[config.mk]
export PLATFORM = sky130hd
export DESIGN_NAME = coproc_uart_ctrl
export DESIGN_NICKNAME = d
export VERILOG_FILES = /design/src/rtl/coproc_uart_ctrl.sv
export SDC_FILE = /design/constraint.sdc
export NUM_CORES = 1
export LEC_CHECK = 0
export BUFFER_PORTS_ARGS = -buffer_cell sky130_fd_sc_hd__buf_2
export CORE_MARGIN = 2
export CORE_UTILIZATION = 40
export CTS_CLUSTER_DIAMETER = 50
export DETAILED_ROUTE_END_ITERATION = 12
export SLEW_MARGIN = 20
export SYNTH_ARGS = -nofsm -noshare
export SYNTH_HDL_FRONTEND = slang
export SYNTH_SLANG_ARGS = --single-unit
[constraint.sdc]
create_clock -name i_clk -period 4.3 [get_ports i_clk]
set_clock_uncertainty 0.1 [all_clocks]
set_input_delay 0.43 -clock i_clk [delete_from_list [all_inputs] [get_ports i_clk]]
set_output_delay 0.43 -clock i_clk [all_outputs]
set_load 0.005 [all_outputs]
[src/rtl/coproc_uart_ctrl.sv]
// coproc_uart_ctrl: assembles header/A/B frames from UART words, runs the co-processor, returns status and result.
// Any protocol violation (bad sync, idle timeout, stray word, exec timeout) bumps a saturating error counter.
module coproc_uart_ctrl #(
    parameter int DATA_WIDTH   = 24,
    parameter int NUM_OPS      = 8,
    parameter int RX_TIMEOUT   = 1_000_000,
    parameter int EXEC_TIMEOUT = 65_536
) (
    input  logic                  i_clk,
    input  logic                  i_rst,
    input  logic                  i_rx_done,
    input  logic [DATA_WIDTH-1:0] i_rx_data,
    output logic                  o_exec_start,
    output logic [3:0]            o_exec_op,
    output logic [DATA_WIDTH-1:0] o_exec_a,
    output logic [DATA_WIDTH-1:0] o_exec_b,
    input  logic                  i_exec_done,
    input  logic [DATA_WIDTH-1:0] i_exec_result,
    output logic                  o_tx_valid,
    output logic [DATA_WIDTH-1:0] o_tx_data,
    input  logic                  i_tx_ready,
    output logic                  o_busy,
    output logic [7:0]            o_err_cnt
);
    localparam int TMAX = RX_TIMEOUT > EXEC_TIMEOUT ? RX_TIMEOUT : EXEC_TIMEOUT;
    localparam int TW = $clog2(TMAX) + 1;
    localparam logic [TW-1:0] RX_LAST = TW'(RX_TIMEOUT - 1);
    localparam logic [TW-1:0] EX_LAST = TW'(EXEC_TIMEOUT - 1);
    localparam logic [4:0] NOPS = 5'(NUM_OPS);

    typedef enum logic [2:0] {IDLE, GET_A, GET_B, EXEC, WAIT, TX_STAT, TX_RES} state_t;

    state_t                state_q, state_d;
    logic [TW-1:0]         tmr_q, tmr_d;
    logic [3:0]            op_q, op_d, stat_q, stat_d;
    logic [DATA_WIDTH-1:0] a_q, a_d, b_q, b_d, res_q, res_d;
    logic [7:0]            err_q, err_d;
    logic                  err_inc, hs;

    assign o_exec_start = state_q == EXEC;
    assign o_exec_op    = op_q;
    assign o_exec_a     = a_q;
    assign o_exec_b     = b_q;
    assign o_busy       = state_q != IDLE;
    assign o_err_cnt    = err_q;
    assign o_tx_valid   = state_q == TX_STAT || state_q == TX_RES;
    assign o_tx_data    = state_q == TX_STAT ? DATA_WIDTH'({8'h5A, 4'h0, stat_q, 4'h0, op_q}) :
                          state_q == TX_RES  ? res_q : '0;
    assign hs           = o_tx_valid && i_tx_ready;

    always_comb begin
        state_d = state_q;
        op_d    = op_q;
        a_d     = a_q;
        b_d     = b_q;
        res_d   = res_q;
        stat_d  = stat_q;
        err_inc = 1'b0;
        case (state_q)
            IDLE: begin
                if (i_rx_done && i_rx_data[23:16] == 8'hA5) begin
                    op_d    = i_rx_data[15:12];
                    state_d = GET_A;
                end else begin
                    err_inc = i_rx_done;
                end
            end
            GET_A: begin
                if (i_rx_done) begin
                    a_d     = i_rx_data;
                    state_d = GET_B;
                end else if (tmr_q == RX_LAST) begin
                    err_inc = 1'b1;
                    state_d = IDLE;
                end
            end
            GET_B: begin
                if (i_rx_done) begin
                    b_d = i_rx_data;
                    if ({1'b0, op_q} < NOPS) begin
                        state_d = EXEC;
                    end else begin
                        stat_d  = 4'd1;
                        res_d   = '0;
                        state_d = TX_STAT;
                    end
                end else if (tmr_q == RX_LAST) begin
                    err_inc = 1'b1;
                    state_d = IDLE;
                end
            end
            EXEC: begin
                err_inc = i_rx_done;
                state_d = WAIT;
            end
            WAIT: begin
                err_inc = i_rx_done;
                if (i_exec_done) begin
                    res_d   = i_exec_result;
                    stat_d  = 4'd0;
                    state_d = TX_STAT;
                end else if (tmr_q == EX_LAST) begin
                    res_d   = '0;
                    stat_d  = 4'd2;
                    err_inc = 1'b1;
                    state_d = TX_STAT;
                end
            end
            TX_STAT: begin
                err_inc = i_rx_done;
                state_d = hs ? TX_RES : TX_STAT;
            end
            TX_RES: begin
                err_inc = i_rx_done;
                state_d = hs ? IDLE : TX_RES;
            end
            default: state_d = IDLE;
        endcase
    end

    // timer counts cycles spent in the current state; zero on the first cycle after entry
    assign tmr_d = (state_d != state_q || state_q == IDLE) ? '0 : tmr_q + TW'(1);
    assign err_d = (err_inc && err_q != 8'hFF) ? err_q + 8'd1 : err_q;

    always_ff @(posedge i_clk or posedge i_rst) begin
        if (i_rst) begin
            state_q <= IDLE;
            tmr_q   <= '0;
            op_q    <= '0;
            stat_q  <= '0;
            a_q     <= '0;
            b_q     <= '0;
            res_q   <= '0;
            err_q   <= '0;
        end else begin
            state_q <= state_d;
            tmr_q   <= tmr_d;
            op_q    <= op_d;
            stat_q  <= stat_d;
            a_q     <= a_d;
            b_q     <= b_d;
            res_q   <= res_d;
            err_q   <= err_d;
        end
    end
endmodule

==> flow_summary.json, run 1 <==
{
  "drive_gt1_frac": 0.4029,
  "multi_input_area_um2": 2137,
  "final_period_minus_worst_setup_slack_ns": 2.566,
  "layout.nets": 607,
  "min_period_over_period": 0.5968,
  "rr_startpoint": "state_q[1]",
  "number_of_setup_violations_in_the_final_report": 0,
  "postSynthRegisterBits": 110,
  "fin_area_um2": 6158,
  "maxCapViolCount": 0,
  "endpoint_kind": "register",
  "most_instantiated_flip_flop_cell_in_the_synthesis_netlist": "dfrtp_1",
  "leakagePower_uw": 0.002936,
  "tightest_slew_ns": 1.035,
  "firstDrtPassIters": 4,
  "clk_root_buffer_cell": "clkbuf_16",
  "clk_pin_slew_worst_paths_ns": 0.07,
  "total_power_uw": 3818,
  "post_cts_resized": 0,
  "status": "finished, final reports clean",
  "cts_tree": "done",
  "crit_path_max_fanout": 17,
  "first_global_vias": 3702,
  "power.clock.fraction": 0.208,
  "grt_pass1_wl_um": 18390,
  "syn_area_per_cell_um2": 11.88,
  "area_growth_pct": 22.56,
  "relSlewSlack": 0.3097,
  "synth_most_common_cell": "dfrtp_1",
  "synth_enable_flop_cells": 0,
  "dp.final_hpwl_um": 7952,
  "synth_top_area_frac": 0.5478,
  "r2r_cells": 5,
  "switching_share": 0.3354,
  "syn_nets": 478,
  "n_antenna_cell": 0,
  "grt.overflow.total": 0,
  "fp.dieW_um": 116.1,
  "grt_start_max_net_pins": 91,
  "synth_common_cells": "110 x dfrtp_1, 52 x mux2_2, 30 x nor2_1",
  "clock.fmax_mhz": 389.7,
  "placement.cell_area_um2": 5873,
  "final_antenna_net_count": 0,
  "comb_power_share": 0.352,
  "finalWirelength_um": 11360,
  "clk-insertion-delay-late_ns": 0.35,
  "regArea_um2": 2753,
  "sequential_cell_area_fraction_in_the_yosys_report": 0.5478,
  "layout.filler_cells": 1124,
  "critPathLaunch": "state_q[1]",
  "detail_route.drc_violations": 0,
  "timing.setup.critical_path_class": "register to register",
  "powerDensity_nw_per_um2": 620.0,
  "seqPwrFrac": 0.441,
  "clock_tree.htree_level_count": 3,
  "crit_path_end": "o_err_cnt[1]",
  "internal_power_uw": 2537,
  "wl_per_instance_um": 15.70,
  "fp.dieArea_um2": 13470,
  "initial_core_util": 0.4132,
  "clockBufferDepth": 2,
  "ys_warn_count": 0,
  "rr_endpoint": "o_err_cnt[1]",
  "tritoncts.num_buffers": 9,
  "setup.reg_to_reg.worst_slack_ns": 1.73,
  "drt_first_iter_violations": 241,
  "hold_violations": 0,
  "timing_max_transition_violations_final": 0,
  "placementRows": 40,
  "clock_sink_count": 110,
  "synth_cell_types": 53,
  "finalSetupTns_ns": 0,
  "critical_path_required_ns": 4.43,
  "unrepaired_setup_endpoints_after_global_routing": "false",
  "netSwitchingPower_uw": 1281,
  "number_of_antenna_violations_at_the_first_check_in_global_routing": 0,
  "core-area_um2": 12160,
  "ios": 140,
  "all_layer_gr_usage": 0.1758,
  "gpl.final_weighted_congestion": 0.8188,
  "postCtsSetupRepairBufs": 0,
  "cp-start-kind": "register",
  "die_h_um": 116.1,
  "worst-endpoint-arrival_ns": 2.70,
  "postSynthCellCount": 423,
  "via_count": 3764,
  "detail_route.vias_per_cell": 5.199,
  "netlist.top_cell.by_area": "dfrtp_1",
  "netlist_top_cells_area": "dfrtp_1 55%, mux2_2 12%, a22o_1 4.2%",
  "port_buffers": 139,
  "hold_path.class": "input pin to async pin",
  "ys_async_sr_fraction": 1.000,
  "cts_hold_buffers": 0,
  "vdd_drop_max_v": 0.0002576,
  "post_synth_instance_area_um2": 5025
}
-- cell type report --
type	instances	share of cell area
clock buffers	10	0.03881
clock inverters	5	0.007111
inverters	8	0.005689
multi-input cells	278	0.3470
flip-flops and latches	110	0.4470
well taps	168	0.03413
repair buffers	145	0.1203
-- power by group through the flow --
stage	Clock (µW)	Sequential (µW)	Combinational [µW]
6_report	793	1680	1340
5_1_grt	864	1740	1500
4_1_cts	822	1680	1370
3_5_place_dp	0	1700	1370
3_3_place_gp	0	1680	1330
2_1_floorplan	0	1680	837
-- sequential cells by signal (all words and copies together), names as in the netlist --
register / count
res_q: 24
o_exec_b: 24
stat_q: 2
tmr_q: 21
state_q: 3
o_err_cnt: 8
o_exec_a: 24
o_exec_op: 4
-- per-layer routing --
metal  GRT usage  wire, µm
met2      0.2815      5652
met3     0.03504       518
met1      0.2354      4984
met4     0.07143       209
met5           0         0
-- layout by cell type (no fill, tap or decap), types with 3 or more instances in the layout --
cell       count
and2_1         3
nor3_1         5
and4_1         5
a22o_1        24
nand2_1       14
nand3_1       15
nor2_1        30
inv_1          7
buf_2        139
a21oi_1       11
and3_1        19
a22oi_1        7
o21ai_0        4
mux2_2        52
nand4_1        7
dfrtp_1      110
nor2b_1       11
xor2_1        19
xnor2_1        7
buf_4          6
clkbuf_16      9
a211oi_1       4
-- stage by stage --
| step | util | instances | setup WS, ns | hold slack (ns) |
|---|---|---|---|---|
| 2_1_floorplan | - | 423 | 0.8677 | 0.3547 |
| 3_3_place_gp | 0.4829 | 709 | 1.804 | 0.3677 |
| 3_5_place_dp | 0.4829 | 709 | 1.737 | 0.3798 |
| 4_1_cts | 0.5062 | 724 | 1.718 | 0.1741 |
| 5_1_grt | 0.5064 | 724 | 1.549 | 0.1790 |
| 6_report | 0.5064 | 724 | 1.734 | 0.1186 |
-- worst min-delay path by stage --
stage,slack [ns],depth (start not counted),endpoint
2_1_floorplan,0.35,1,tmr_q[0]
5_1_grt,0.18,2,o_err_cnt[7]
3_5_place_dp,0.38,1,tmr_q[0]
4_1_cts,0.17,2,res_q[0]
3_3_place_gp,0.37,1,tmr_q[0]
6_report,0.12,2,o_err_cnt[7]
-- cell families (layout without fill, tap and decap cells) --
logic type | Yosys count | in the layout | synth area share
muxes | 54 | 54 | 0.1208
xor gates and xnor gates | 26 | 26 | 0.04532
AOI/OAI and AO/OA | 71 | 71 | 0.1111
DFF | 110 | 110 | 0.5478
and+or+nand+nor | 125 | 125 | 0.1419
buffers and inverters | 35 | 168 | 0.02814
adders and majority gates | 2 | 2 | 0.004979
-- worst max-delay path: stages (launching register included) --
cell and delay [ns]:
dfrtp_1 0.55, or4b_4 0.65, nor4b_4 0.34, o2bb2a_4 0.22, a21oi_1 0.24, mux2_1 0.34
(Power assumes the default switching activity.)
==> inputs of run 2 (changes only) <==
Settings changed: PLACE_DENSITY set to 0.66.
Clock period 4.3 ns to 2.3 ns, I/O delays scaled along.
==> run 2 against run 1 <==
  * Non-clock buffer count is 44 higher
  * Die area unchanged
  * Core utilization up 4.4 points
  * Critical path depth is the same
  * Hold slack got worse by 0.10 ns
  * Routed wire length is 4.7% higher
  * Combinational power rose by 110%
  * Sequential share of layout area fell by 3.6 points
  * Sequential power up 85%
  * Setup slack worse by 1.7 ns
  * Global-route usage is 0.46 points higher
  * Cell count increased by 6.2%
==> flow_summary.json, run 2 (synthesis gave the netlist of run 1 again) <==
{
  "final_cell_mix": "139 x buf_2, 110 x dfrtp_1, 52 x mux2_2",
  "die_h_um": 116.1,
  "grt_start_max_net_pins": 48,
  "clk-insertion-delay-late_ns": 0.35,
  "clock.fmax_mhz": 450.1,
  "use_met3": 0.06067,
  "critical_path_required_ns": 2.44,
  "clock_sink_count": 110,
  "fin_util": 0.5505,
  "vdd_drop_max_v": 0.0007735,
  "grtUsageMet1": 0.2321,
  "rr_startpoint": "state_q[0]",
  "detail_route.drc_violations": 0,
  "hold_violations": 0,
  "critPathLaunch": "state_q[0]",
  "crit_path_max_fanout": 7,
  "layout.filler_cells": 1055,
  "detail_route.vias_per_cell": 5.208,
  "gpl.final_weighted_congestion": 0.8758,
  "timing.setup.critical_path_class": "register to register",
  "grt_util_met2": 0.2943,
  "firstDrtPassIters": 6,
  "drive_gt1_frac": 0.4077,
  "final_antenna_net_count": 0,
  "regArea_um2": 2753,
  "maxCapViolCount": 0,
  "placementRows": 40,
  "powerDensity_nw_per_um2": 1126,
  "ios": 140,
  "core-area_um2": 12160,
  "status": "finished, final reports clean",
  "layout.nets": 651,
  "clk_pin_slew_worst_paths_ns": 0.08,
  "fin_area_um2": 6695,
  "grt_pass1_wl_um": 18910,
  "port_buffers": 139,
  "fp.dieW_um": 116.1,
  "crit_path_end": "o_err_cnt[1]",
  "place_worst_setup_slack_ns": -0.02912,
  "critical_path.cell_chain": "or4b_4 -> nor4b_4 -> o2bb2a_4 -> a21oi_4 -> mux2_1",
  "initial_core_util": 0.4132,
  "setup.reg_to_reg.worst_slack_ns": 0.08,
  "n_antenna_cell": 0,
  "min_period_over_period": 0.9659,
  "clk_root_buffer_cell": "clkbuf_16",
  "number_of_setup_violations_in_the_final_report": 0,
  "all_layer_gr_usage": 0.1804,
  "cts_tree": "done",
  "area_growth_pct": 33.24,
  "final_period_minus_worst_setup_slack_ns": 2.222,
  "hp-start": "i_rx_data[8]",
  "endpoint_kind": "register",
  "tightest_slew_ns": 0.7350,
  "clock_tree.htree_level_count": 3,
  "wl_per_instance_um": 15.47,
  "placement.cell_area_um2": 6081,
  "layout_setup_ws_ns": 0.07836,
  "fp.dieArea_um2": 13470,
  "first_global_vias": 3913,
  "slowest_delay_ns": 0.55,
  "mostFrequentLayoutCell": "buf_2",
  "global_route.peak_usage_layer": "met2",
  "worst_hold_path.num_cells": 2,
  "grt.overflow.total": 0,
  "cp-start-kind": "register",
  "slowest_stage": "or4b_4",
  "r2r_cells": 5,
  "leakagePower_uw": 0.003177,
  "hold_path.class": "input pin to register",
  "clockBufferDepth": 2,
  "via_count": 4005,
  "multi_input_area_um2": 2183,
  "finalSetupTns_ns": 0,
  "rr_endpoint": "o_err_cnt[1]",
  "drt_first_iter_violations": 254,
  "worst-endpoint-arrival_ns": 2.36,
  "relSlewSlack": 0.5090,
  "number_of_antenna_violations_at_the_first_check_in_global_routing": 0,
  "tritoncts.num_buffers": 9,
  "finalWirelength_um": 11900,
  "dp.final_hpwl_um": 8109,
  "timing_max_transition_violations_final": 0
}
==> run 2: per-stage QoR <==
step                hold WS [ns]  cells  total power [µW]
finish                   0.01712    769              7542
global route            0.004985    769              8060
CTS                     0.005777    767              7574
detailed placement        0.2891    726              5907
global placement          0.2696    726              5804
floorplan                 0.2627    423              4702
==> run 2: critical path, delay by kind of cell (launching register included) <==
family	cells	cell delay [ns]
flops	1	0.39
simple gates	2	0.89
mux	1	0.33
compound gates	2	0.41
==> run 2: where the power goes <==
part / switching, µW / internal [µW]
Clock: 715 / 885
Combinational: 1350 / 1490
Sequential: 425 / 2670
Total: 2490 / 5050
==> run 2: worst min-delay path by stage <==
| stage | slack (ns) | to |
|---|---|---|
| after global routing | 0.005 | o_exec_a[8] |
| after global placement | 0.27 | o_exec_b[11] |
| final | 0.02 | o_exec_b[8] |
| after CTS | 0.006 | o_exec_a[9] |
| after detailed placement | 0.29 | o_exec_b[11] |
| after floorplan | 0.26 | res_q[0] |
==> run 2: metal layers <==
metal	share of wire	vias to the layer above	wire length, µm
met4	0.0097	0	116
li1	-	1879	-
met2	0.50	122	5965
met1	0.43	1993	5100
met5	0	-	0
met3	0.060	11	718
==> run 2: what timing repair did <==
action	4_1_cts	5_1_grt
endpoints found under the setup margin	3	4
endpoints found under the hold margin	54	0
buffers inserted	0	2
resized for setup	1	4
pin swaps	1	8
hold buffers	25	0
==> run 2: final cells by class <==
cell class | instances | area share
repair buffers | 189 | 0.1805
multi-input cells | 278 | 0.3261
inverters | 8 | 0.005046
flip-flops and latches | 110 | 0.4111
clock buffers | 11 | 0.03625
clock inverters | 5 | 0.009531
well taps | 168 | 0.03140
==> inputs of run 3 (changes only) <==
Settings changed: PLACE_DENSITY 0.66 to unset, PLACE_DENSITY_LB_ADDON set to 0.3.
==> run 3 against run 2 <==
  * First-iteration DRC count down 18%
  * Setup slack better by 0.0083 ns
  * Sequential cell count unchanged
  * Maximum frequency up 0.37%
  * Sequential share of layout area about the same
  * Clock power up 5%
  * Total power up 0.66%
  * Sequential power about the same
  * Cell count unchanged
  * Critical endpoint unchanged
  * Largest cell class unchanged
==> flow_summary.json, run 3 (synthesis gave the netlist of run 1 again) <==
{
  "timing.setup.critical_path_class": "register to register",
  "wl_met1_um": 5202,
  "grt.overflow.total": 0,
  "number_of_antenna_violations_at_the_first_check_in_global_routing": 0,
  "mostFrequentLayoutCell": "buf_2",
  "clk_pin_slew_worst_paths_ns": 0.07,
  "vdd_drop_max_v": 0.0006496,
  "gpl.final_weighted_congestion": 0.8309,
  "cp-start-kind": "register",
  "finalWirelength_um": 11990,
  "tightest_slew_ns": 0.7416,
  "ios": 140,
  "cts_tree": "done",
  "n_antenna_cell": 0,
  "via_count": 3976,
  "met3WireLength_um": 555,
  "hold_path.class": "input pin to register",
  "critPathLaunch": "state_q[0]",
  "clockBufferDepth": 2,
  "worst-endpoint-arrival_ns": 2.34,
  "tritoncts.num_buffers": 9,
  "fin_util": 0.5499,
  "clock_sink_count": 110,
  "timing_max_transition_violations_final": 0,
  "maxCapViolCount": 0,
  "grt_pass1_wl_um": 18860,
  "firstDrtPassIters": 6,
  "clock_tree.htree_level_count": 3,
  "fp.dieArea_um2": 13470,
  "endpoint_kind": "register",
  "min_period_over_period": 0.9623,
  "final_cell_mix": "139 x buf_2, 110 x dfrtp_1, 52 x mux2_2",
  "clock.fmax_mhz": 451.8,
  "area_growth_pct": 33.09,
  "status": "finished, final reports clean",
  "final_period_minus_worst_setup_slack_ns": 2.213,
  "die_h_um": 116.1,
  "detail_route.drc_violations": 0,
  "first_global_vias": 3875,
  "hold_violations": 0,
  "route.met2.wl_um": 6120,
  "critical_path_required_ns": 2.43,
  "initial_core_util": 0.4132,
  "relSlewSlack": 0.5046,
  "powerDensity_nw_per_um2": 1135,
  "number_of_non_filler_instances_in_the_completed_layout": 769,
  "leakagePower_uw": 0.003181,
  "rr_startpoint": "state_q[0]",
  "all_layer_gr_usage": 0.1793,
  "clk_root_buffer_cell": "clkbuf_16",
  "port_buffers": 139,
  "highest-signal-layer": "met4",
  "drt_first_iter_violations": 208,
  "dp.final_hpwl_um": 8184,
  "drive_gt1_frac": 0.4110,
  "crit_path_max_fanout": 7,
  "fp.dieW_um": 116.1,
  "detail_route.vias_per_cell": 5.170,
  "grt_start_max_net_pins": 45,
  "layout.nets": 651,
  "final_antenna_net_count": 0,
  "clk-insertion-delay-late_ns": 0.35,
  "hp-start": "i_exec_result[10]",
  "number_of_setup_violations_in_the_final_report": 0,
  "placementRows": 40,
  "place.detailed.instances": 727,
  "total_power_uw": 7592,
  "core-area_um2": 12160,
  "wl_per_instance_um": 15.59
}
==> run 3: worst paths after layout <==
kind                            slack (ns)  cells past startpoint            to
min in group asynchronous             0.45                      3  o_exec_b[11]
worst max-delay path                  0.09                      5  o_err_cnt[1]
worst min-delay path                  0.02                      2     res_q[10]
worst min register to register        0.39                      1  o_err_cnt[7]
max in group asynchronous             0.99                      4  o_err_cnt[2]
worst max register to register        0.09                      5  o_err_cnt[1]
==> run 3: metal layers <==
metal / vias to the layer above / GRT usage
met3: 7 / 0.04341
met5: - / 0
met1: 1982 / 0.2345
li1: 1874 / -
met2: 113 / 0.2979
met4: 0 / 0.05238
==> run 3: metrics by stage <==
| stage | hold slack (ns) | worst slack [ns] | instance area, µm² | setup TNS (ns) |
|---|---|---|---|---|
| final | 0.01557 | 0.08661 | 6688 | 0 |
| after global routing | 0.01034 | -0.01295 | 6688 | -0.02241 |
| after CTS | 0.005259 | 0.01860 | 6644 | 0 |
| after detailed placement | 0.3036 | -0.08971 | 6076 | -0.2297 |
| after global placement | 0.2700 | 0.01845 | 6076 | 0 |
| after floorplan | 0.2627 | 0.01386 | 5032 | 0 |
==> run 3: power by group <==
group | total [µW] | internal [µW] | switching (µW) | leakage, µW
clock | 1680 | 959 | 722 | 0.000156
sequential | 3100 | 2670 | 424 | 0.00139
combinational | 2810 | 1480 | 1340 | 0.00163
==> run 3: area by class of cell <==
class / count / area [µm²]
multi-input cells: 278 / 2177
inverters: 8 / 33.78
clock buffers: 9 / 225.2
fillers: 1028 / 5474
clock inverters: 7 / 95.09
well taps: 168 / 210.2
flip-flops and latches: 110 / 2753
repair buffers: 189 / 1194
==> run 3: worst max-delay path, cell delays in order (launching register included) <==
cell and delay (ns):
dfrtp_1 0.38, or4b_4 0.55, nor4b_4 0.29, o2bb2a_4 0.25, a21oi_2 0.20, mux2_1 0.33
==> run 3: repair_timing <==
item | 4_1_cts | 5_1_grt
setup buffers | 0 | 2
resized for setup | 1 | 3
hold buffers | 24 | 0
endpoints found under the hold margin | 53 | 0
setup endpoints to repair | 25 | 27
pin swaps | 0 | 4
